## config.mk

```make
export PLATFORM = sky130hd
export DESIGN_NAME = ds_agen_stage
export DESIGN_NICKNAME = d
export VERILOG_FILES = /design/src/rtl/ds_agen_stage_pkg.sv /design/src/rtl/ds_ea_adder.sv /design/src/rtl/ds_agen_stage.sv
export SDC_FILE = /design/constraint.sdc
export NUM_CORES = 1
export LEC_CHECK = 0
export CAP_MARGIN = 10
export CELL_PAD_IN_SITES_DETAIL_PLACEMENT = 1
export CELL_PAD_IN_SITES_GLOBAL_PLACEMENT = 2
export CORE_ASPECT_RATIO = 0.8
export CORE_MARGIN = 2
export CORE_UTILIZATION = 35
export DETAILED_ROUTE_END_ITERATION = 10
export GPL_ROUTABILITY_DRIVEN = 0
export HOLD_SLACK_MARGIN = 0.1
export PLACE_DENSITY_LB_ADDON = 0.1
export SYNTH_ARGS = -nofsm -noshare
export SYNTH_HDL_FRONTEND = slang
export SYNTH_SLANG_ARGS = --single-unit
```

## constraint.sdc

```tcl
create_clock -name clock_i -period 10.5 [get_ports clock_i]
set_input_delay 1.575 -clock clock_i [delete_from_list [all_inputs] [get_ports clock_i]]
set_output_delay 1.575 -clock clock_i [all_outputs]
set_load 0.02 [all_outputs]
```

## src/rtl/ds_agen_stage_pkg.sv

```systemverilog
// Shared constants for the DS-form address-generation stage: functional-unit
// codes, FSM state encoding and DS xo sub-opcodes.
package ds_agen_stage_pkg;

  localparam logic [1:0] AluUnitCode    = 2'd0;
  localparam logic [1:0] LdStUnitCode   = 2'd1;
  localparam logic [1:0] BranchUnitCode = 2'd2;
  localparam logic [1:0] SysUnitCode    = 2'd3;

  typedef enum logic [1:0] {
    IDLE    = 2'd0,
    READ_RA = 2'd1,
    CALC    = 2'd2,
    OUT     = 2'd3
  } agen_state_e;

  // Loads (opcode 58) and stores (opcode 62) share xo values.
  localparam logic [1:0] XO_LD   = 2'd0;
  localparam logic [1:0] XO_LDU  = 2'd1;
  localparam logic [1:0] XO_LWA  = 2'd2;
  localparam logic [1:0] XO_STD  = 2'd0;
  localparam logic [1:0] XO_STDU = 2'd1;
  localparam logic [1:0] XO_STQ  = 2'd2;

endpackage

```

## src/rtl/ds_ea_adder.sv

```systemverilog
// Combinational DS effective-address adder: base + EXTS(imm || 0b00),
// wrapping modulo 2^addrWidth. Big-endian bit numbering throughout.
module ds_ea_adder #(
  parameter int immWidth  = 14,
  parameter int addrWidth = 64
) (
  input  logic [0:addrWidth-1] base_i,
  input  logic [0:immWidth-1]  imm_i,
  output logic [0:addrWidth-1] ea_o
);

  logic [0:addrWidth-1] disp;

  always_comb begin
    disp = {{(addrWidth-immWidth-2){imm_i[0]}}, imm_i, 2'b00};
    ea_o = base_i + disp;
  end

endmodule

```

## src/rtl/ds_agen_stage.sv

```systemverilog
// DS-form EA stage: accept -> (RF read of RA) -> add -> hold result until ready_i;
// valid 2 cycles after accept (RA=0) or 2 after RF data. Optional DS_AGEN_ALIGN_CHECK_EN.
module ds_agen_stage
  import ds_agen_stage_pkg::*;
#(
  parameter int regWidth  = 5,
  parameter int immWidth  = 14,
  parameter int addrWidth = 64
) (
  input  logic                 clock_i,
  input  logic                 reset_i,
  input  logic                 enable_i,
  input  logic [0:regWidth-1]  reg1_i,
  input  logic [0:regWidth-1]  reg2_i,
  input  logic                 reg2ValOrZero_i,
  input  logic [0:immWidth-1]  imm_i,
  input  logic [0:1]           functionalUnitCode_i,
  input  logic                 isStore_i,
  input  logic [0:1]           xo_i,
  output logic                 stall_o,
  output logic                 regReadEn_o,
  output logic [0:regWidth-1]  regReadAddr_o,
  input  logic [0:addrWidth-1] regReadData_i,
  input  logic                 regReadValid_i,
  output logic                 valid_o,
  input  logic                 ready_i,
  output logic [0:addrWidth-1] ea_o,
  output logic [0:regWidth-1]  rt_o,
  output logic [0:regWidth-1]  ra_o,
  output logic                 update_o,
  output logic                 isStore_o,
  output logic [0:1]           xo_o,
  output logic                 invalidForm_o,
  output logic                 alignFault_o
);

  agen_state_e          state_q, state_d;
  logic [0:regWidth-1]  rt_q, rt_d, ra_q, ra_d;
  logic [0:immWidth-1]  imm_q, imm_d;
  logic [0:addrWidth-1] base_q, base_d, ea_q, ea_d, ea_sum;
  logic                 is_store_q, is_store_d;
  logic [0:1]           xo_q, xo_d;
  logic                 inv_q, inv_d;
  logic                 upd_form, inv_new;

  ds_ea_adder #(
    .immWidth  (immWidth),
    .addrWidth (addrWidth)
  ) u_ea_adder (
    .base_i (base_q),
    .imm_i  (imm_q),
    .ea_o   (ea_sum)
  );

  // Illegal-form decode on the incoming instruction; travels with the op.
  always_comb begin
    upd_form = (xo_i == XO_LDU);
    inv_new  = (upd_form && (reg2_i == '0))
            || (upd_form && !isStore_i && (reg2_i == reg1_i))
            || (xo_i == 2'd3);
  end

  always_comb begin
    state_d    = state_q;
    rt_d       = rt_q;
    ra_d       = ra_q;
    imm_d      = imm_q;
    base_d     = base_q;
    ea_d       = ea_q;
    is_store_d = is_store_q;
    xo_d       = xo_q;
    inv_d      = inv_q;
    case (state_q)
      IDLE: begin
        if (enable_i && (functionalUnitCode_i == LdStUnitCode)) begin
          rt_d       = reg1_i;
          ra_d       = reg2_i;
          imm_d      = imm_i;
          is_store_d = isStore_i;
          xo_d       = xo_i;
          inv_d      = inv_new;
          if (reg2ValOrZero_i && (reg2_i == '0)) begin
            base_d  = '0;
            state_d = CALC;
          end else begin
            state_d = READ_RA;
          end
        end
      end
      READ_RA: begin
        if (regReadValid_i) begin
          base_d  = regReadData_i;
          state_d = CALC;
        end
      end
      CALC: begin
        ea_d    = ea_sum;
        state_d = OUT;
      end
      OUT: begin
        if (ready_i) state_d = IDLE;
      end
      default: state_d = IDLE;
    endcase
  end

  always_ff @(posedge clock_i or posedge reset_i) begin
    if (reset_i) begin
      state_q    <= IDLE;
      rt_q       <= '0;
      ra_q       <= '0;
      imm_q      <= '0;
      base_q     <= '0;
      ea_q       <= '0;
      is_store_q <= 1'b0;
      xo_q       <= '0;
      inv_q      <= 1'b0;
    end else begin
      state_q    <= state_d;
      rt_q       <= rt_d;
      ra_q       <= ra_d;
      imm_q      <= imm_d;
      base_q     <= base_d;
      ea_q       <= ea_d;
      is_store_q <= is_store_d;
      xo_q       <= xo_d;
      inv_q      <= inv_d;
    end
  end

`ifdef DS_AGEN_ALIGN_CHECK_EN
  logic align_q, align_d;

  // Natural alignment: 8 bytes for ld/ldu/std/stdu, 16 for stq, 4 for lwa.
  always_comb begin
    align_d = align_q;
    if (state_q == CALC) begin
      case (xo_q)
        XO_LD, XO_LDU: align_d = |ea_sum[addrWidth-3:addrWidth-1];
        XO_LWA:        align_d = is_store_q ? |ea_sum[addrWidth-4:addrWidth-1]
                                            : |ea_sum[addrWidth-2:addrWidth-1];
        default:       align_d = 1'b0;
      endcase
    end
  end

  always_ff @(posedge clock_i or posedge reset_i) begin
    if (reset_i) align_q <= 1'b0;
    else         align_q <= align_d;
  end

  assign alignFault_o = align_q;
`else
  assign alignFault_o = 1'b0;
`endif

  assign stall_o       = (state_q != IDLE);
  assign valid_o       = (state_q == OUT);
  assign regReadEn_o   = (state_q == READ_RA);
  assign regReadAddr_o = ra_q;
  assign ea_o          = ea_q;
  assign rt_o          = rt_q;
  assign ra_o          = ra_q;
  assign update_o      = (xo_q == XO_LDU);
  assign isStore_o     = is_store_q;
  assign xo_o          = xo_q;
  assign invalidForm_o = inv_q;

endmodule
```

==> flow_summary.toml <==
[timing]
worst_slew_pin_slew_ns = 0.9378
max_freq_mhz = 238.5
finalCritPeriodShare_pct = 39.93
setup_tns_ns = 0
slew_headroom_pct = 37.48
drv_slew = 0
hold_viol = 0
grt_setup_unrepaired = "false"
fin_skew_ns = 0.01239
final.min_clock_period_ns = 4.193
setup_viol = 0
fin_ws_ns = 6.307

[placed_design]
place_ws_ns = 6.138
dp_hpwl_um = 21980
io_buffers = 185

[clock_tree]
hold_buffers = 0
cts_resized = 0
htreeDepth = 4
worstSkewPairLatency_ns = 0.45
cts_sinks = 158
cts_tree = "built"
cts_buffers = 17
clk_pin_slew_ns = 0.06
clockBufferDepth = 2
cts_post_setup_buffers_inserted = 0
cts-root-buf = "clkbuf_16"

[floorplan]
design.die.area_um2 = 29490
ios = 187
dieHeight_um = 154.0
die_w_um = 191.5
core_um2 = 27430
rows = 54
start_util_pct = 35.89

[drt]
wirelength_um = 29410
dr.pass1.iters = 5
vias = 8202
detail-route-antenna-nets = 0
drc_errors = 0
routedWlPerCell_um = 18.50
initialDrtViolationCount = 340
routed_via_density = 5.158

[grt]
grt_max_degree = 90
overflow = 0
antenna_found_initial = 0
grt_usage_pct = 20.97
grt_pass1_wl_um = 48400
grt_pass1_vias = 8614

[yosys]
netlist_instances = 1065
yosysWarnings = 0
synth.avg_cell_area_um2 = 9.244
syn_area_um2 = 9844
ys.flop_type = "dfrtp_1"
synthArstFlopShare_pct = 100.0
synth_fp_nets = 1230
synth-seq-area-share_pct = 40.16
ys_ff_latch = 158
synth-edff-count = 0
ys_types = 65

[final_layout]
area_growth_pct = 27.38
final_common_cell = "nand2_1"
diodes = 0
layout-drive-gt1-share_pct = 11.83
layout_common_cells = "191 x nand2_1, 185 x clkdlybuf4s50_1, 157 x dfrtp_1"
fin_nets = 1378

[setup_path]
crit_start = "imm_q[0]$_DFFE_PP0P_"
critPathMaxFanout = 29
worstSetupPathType = "reg2reg"
cpLargestDelayFamily = "compound AO/OA/AOI/OAI gates"
cpPeakStageDelay_ns = 0.69
worstPathArrival_ns = 4.52
reg2reg_from = "imm_q[0]$_DFFE_PP0P_"
worst_setup_path_end_kind = "flop"
start_kind = "flop"
crit_top_cell = "o21ai_0"
required_ns = 10.83
critical_path_buf_inv_count = 1
cp_slowest_cell = "dfrtp_2"
crit_chain = "buf_4 -> ha_1 -> nand2_1 -> o21ai_0 -> a31oi_1 -> o21ai_0 -> a221oi_1 -> o211ai_1 -> nand4_1 -> o21ai_0 -> xnor2_1 -> mux2_2"

[power]
power.density_nw_per_um2 = 370.1
p_leak_nw = 5.468
ir_worst_vdd_mv = 0.1796
finalPower_mw = 4.641

[run_status]
status = "finished clean"

[run]
maxCapViolations = 0

[hold_path]
hp-class = "reg2reg"
worstHoldStart = "base_q[36]$_DFFE_PP0P_"
==> routing by layer <==
metal	GRT usage (%)	wire, um	vias up
li1	-	-	4050
met1	30.94	15350	4008
met2	31.51	12810	127
met3	4.337	981	17
met4	4.359	276	0
met5	0	0	-
==> flip-flops by register name, indices dropped and copies added, names as in the netlist <==
| register | cells |
|---|---|
| invalidForm_o | 1 |
| rt_o | 5 |
| ra_o | 5 |
| base_q | 64 |
| xo_o | 2 |
| ea_o | 64 |
| state_q | 2 |
| imm_q | 14 |
| isStore_o | 1 |
==> synth_stat cells, drive strengths merged (4+ instances only) <==
| library cell | instances | area share [%] |
|---|---|---|
| mux2 | 82 | 9.4 |
| or3 | 5 | 0.32 |
| o21a | 5 | 0.38 |
| o211ai | 10 | 0.76 |
| a31oi | 6 | 0.38 |
| inv | 27 | 1.0 |
| nand4 | 16 | 1.1 |
| a21oi | 77 | 4.0 |
| a211o | 4 | 0.36 |
| nand3 | 11 | 0.56 |
| ha | 65 | 8.3 |
| o21bai | 21 | 1.6 |
| nor3 | 10 | 0.51 |
| buf | 17 | 0.97 |
| xor2 | 25 | 2.2 |
| nor2 | 45 | 1.7 |
| xnor2 | 34 | 3.0 |
| o21ai | 109 | 5.5 |
| o31ai | 9 | 0.88 |
| a211oi | 9 | 0.79 |
| and3 | 4 | 0.31 |
| dfrtp | 158 | 40 |
| nand2 | 191 | 7.3 |
| a21boi | 4 | 0.34 |
| a21o | 31 | 2.4 |
| and2 | 4 | 0.25 |
| clkbuf | 45 | 1.7 |
==> layout make-up <==
cell class,count,area (um2)
fill,3111,14890
multi-input combinational,818,5539
sequential,158,3955
clock inverter,11,106.4
tap,364,455.4
timing repair buffer,191,1897
inverter,27,106.4
clock buffer,21,480.5
==> cell families after synthesis <==
kind of cell / share of synthesized area, %
AO/OA/AOI/OAI: 19.62
buffers and inverters: 3.711
XOR/XNOR: 5.249
multiplexers: 9.583
adder cells (fa/ha/maj): 8.465
AND/OR/NAND/NOR: 13.17
flip-flops: 40.16
other: 0.03809
==> worst paths after layout <==
kind	endpoint	slack, ns	depth (start not counted)
worst max-delay path	ea_o[3]$_DFFE_PP0P_	6.31	12
worst min-delay path	base_q[36]$_DFFE_PP0P_	0.49	2
worst max register to register	ea_o[3]$_DFFE_PP0P_	6.31	12
worst min register to register	base_q[36]$_DFFE_PP0P_	0.49	2
max in group asynchronous	imm_q[0]$_DFFE_PP0P_	7.35	3
min in group asynchronous	ea_o[49]$_DFFE_PP0P_	1.68	2
==> stage by stage <==
stage               cells  hold WS, ns  utilization (%)  instance area (um2)
finish               1590       0.4903            45.71                12540
global route         1590       0.5059            45.71                12540
CTS                  1590       0.4935            45.71                12540
detailed placement   1558       0.4778            43.57                11950
global placement     1558       0.4648            43.57                11950
floorplan            1065       0.4444                -                 9844
==> power breakdown <==
| group | internal (mW) | leakage (nW) | switching, mW | total (mW) |
|---|---|---|---|---|
| clock | 0.353 | 0.282 | 0.274 | 0.628 |
| combinational | 1.21 | 3.18 | 1.69 | 2.90 |
| sequential | 0.918 | 2.01 | 0.192 | 1.11 |
| total | 2.48 | 5.47 | 2.16 | 4.64 |
==> worst register-to-register path: stages, from the launching register on <==
cell      delay, ns
dfrtp_2        0.69
buf_4          0.48
ha_1           0.37
nand2_1        0.12
o21ai_0        0.29
a31oi_1        0.15
o21ai_0        0.34
a221oi_1       0.18
o211ai_1       0.51
nand4_1        0.22
o21ai_0        0.30
xnor2_1        0.16
mux2_2         0.28
Power figures use the tool's default switching activity.
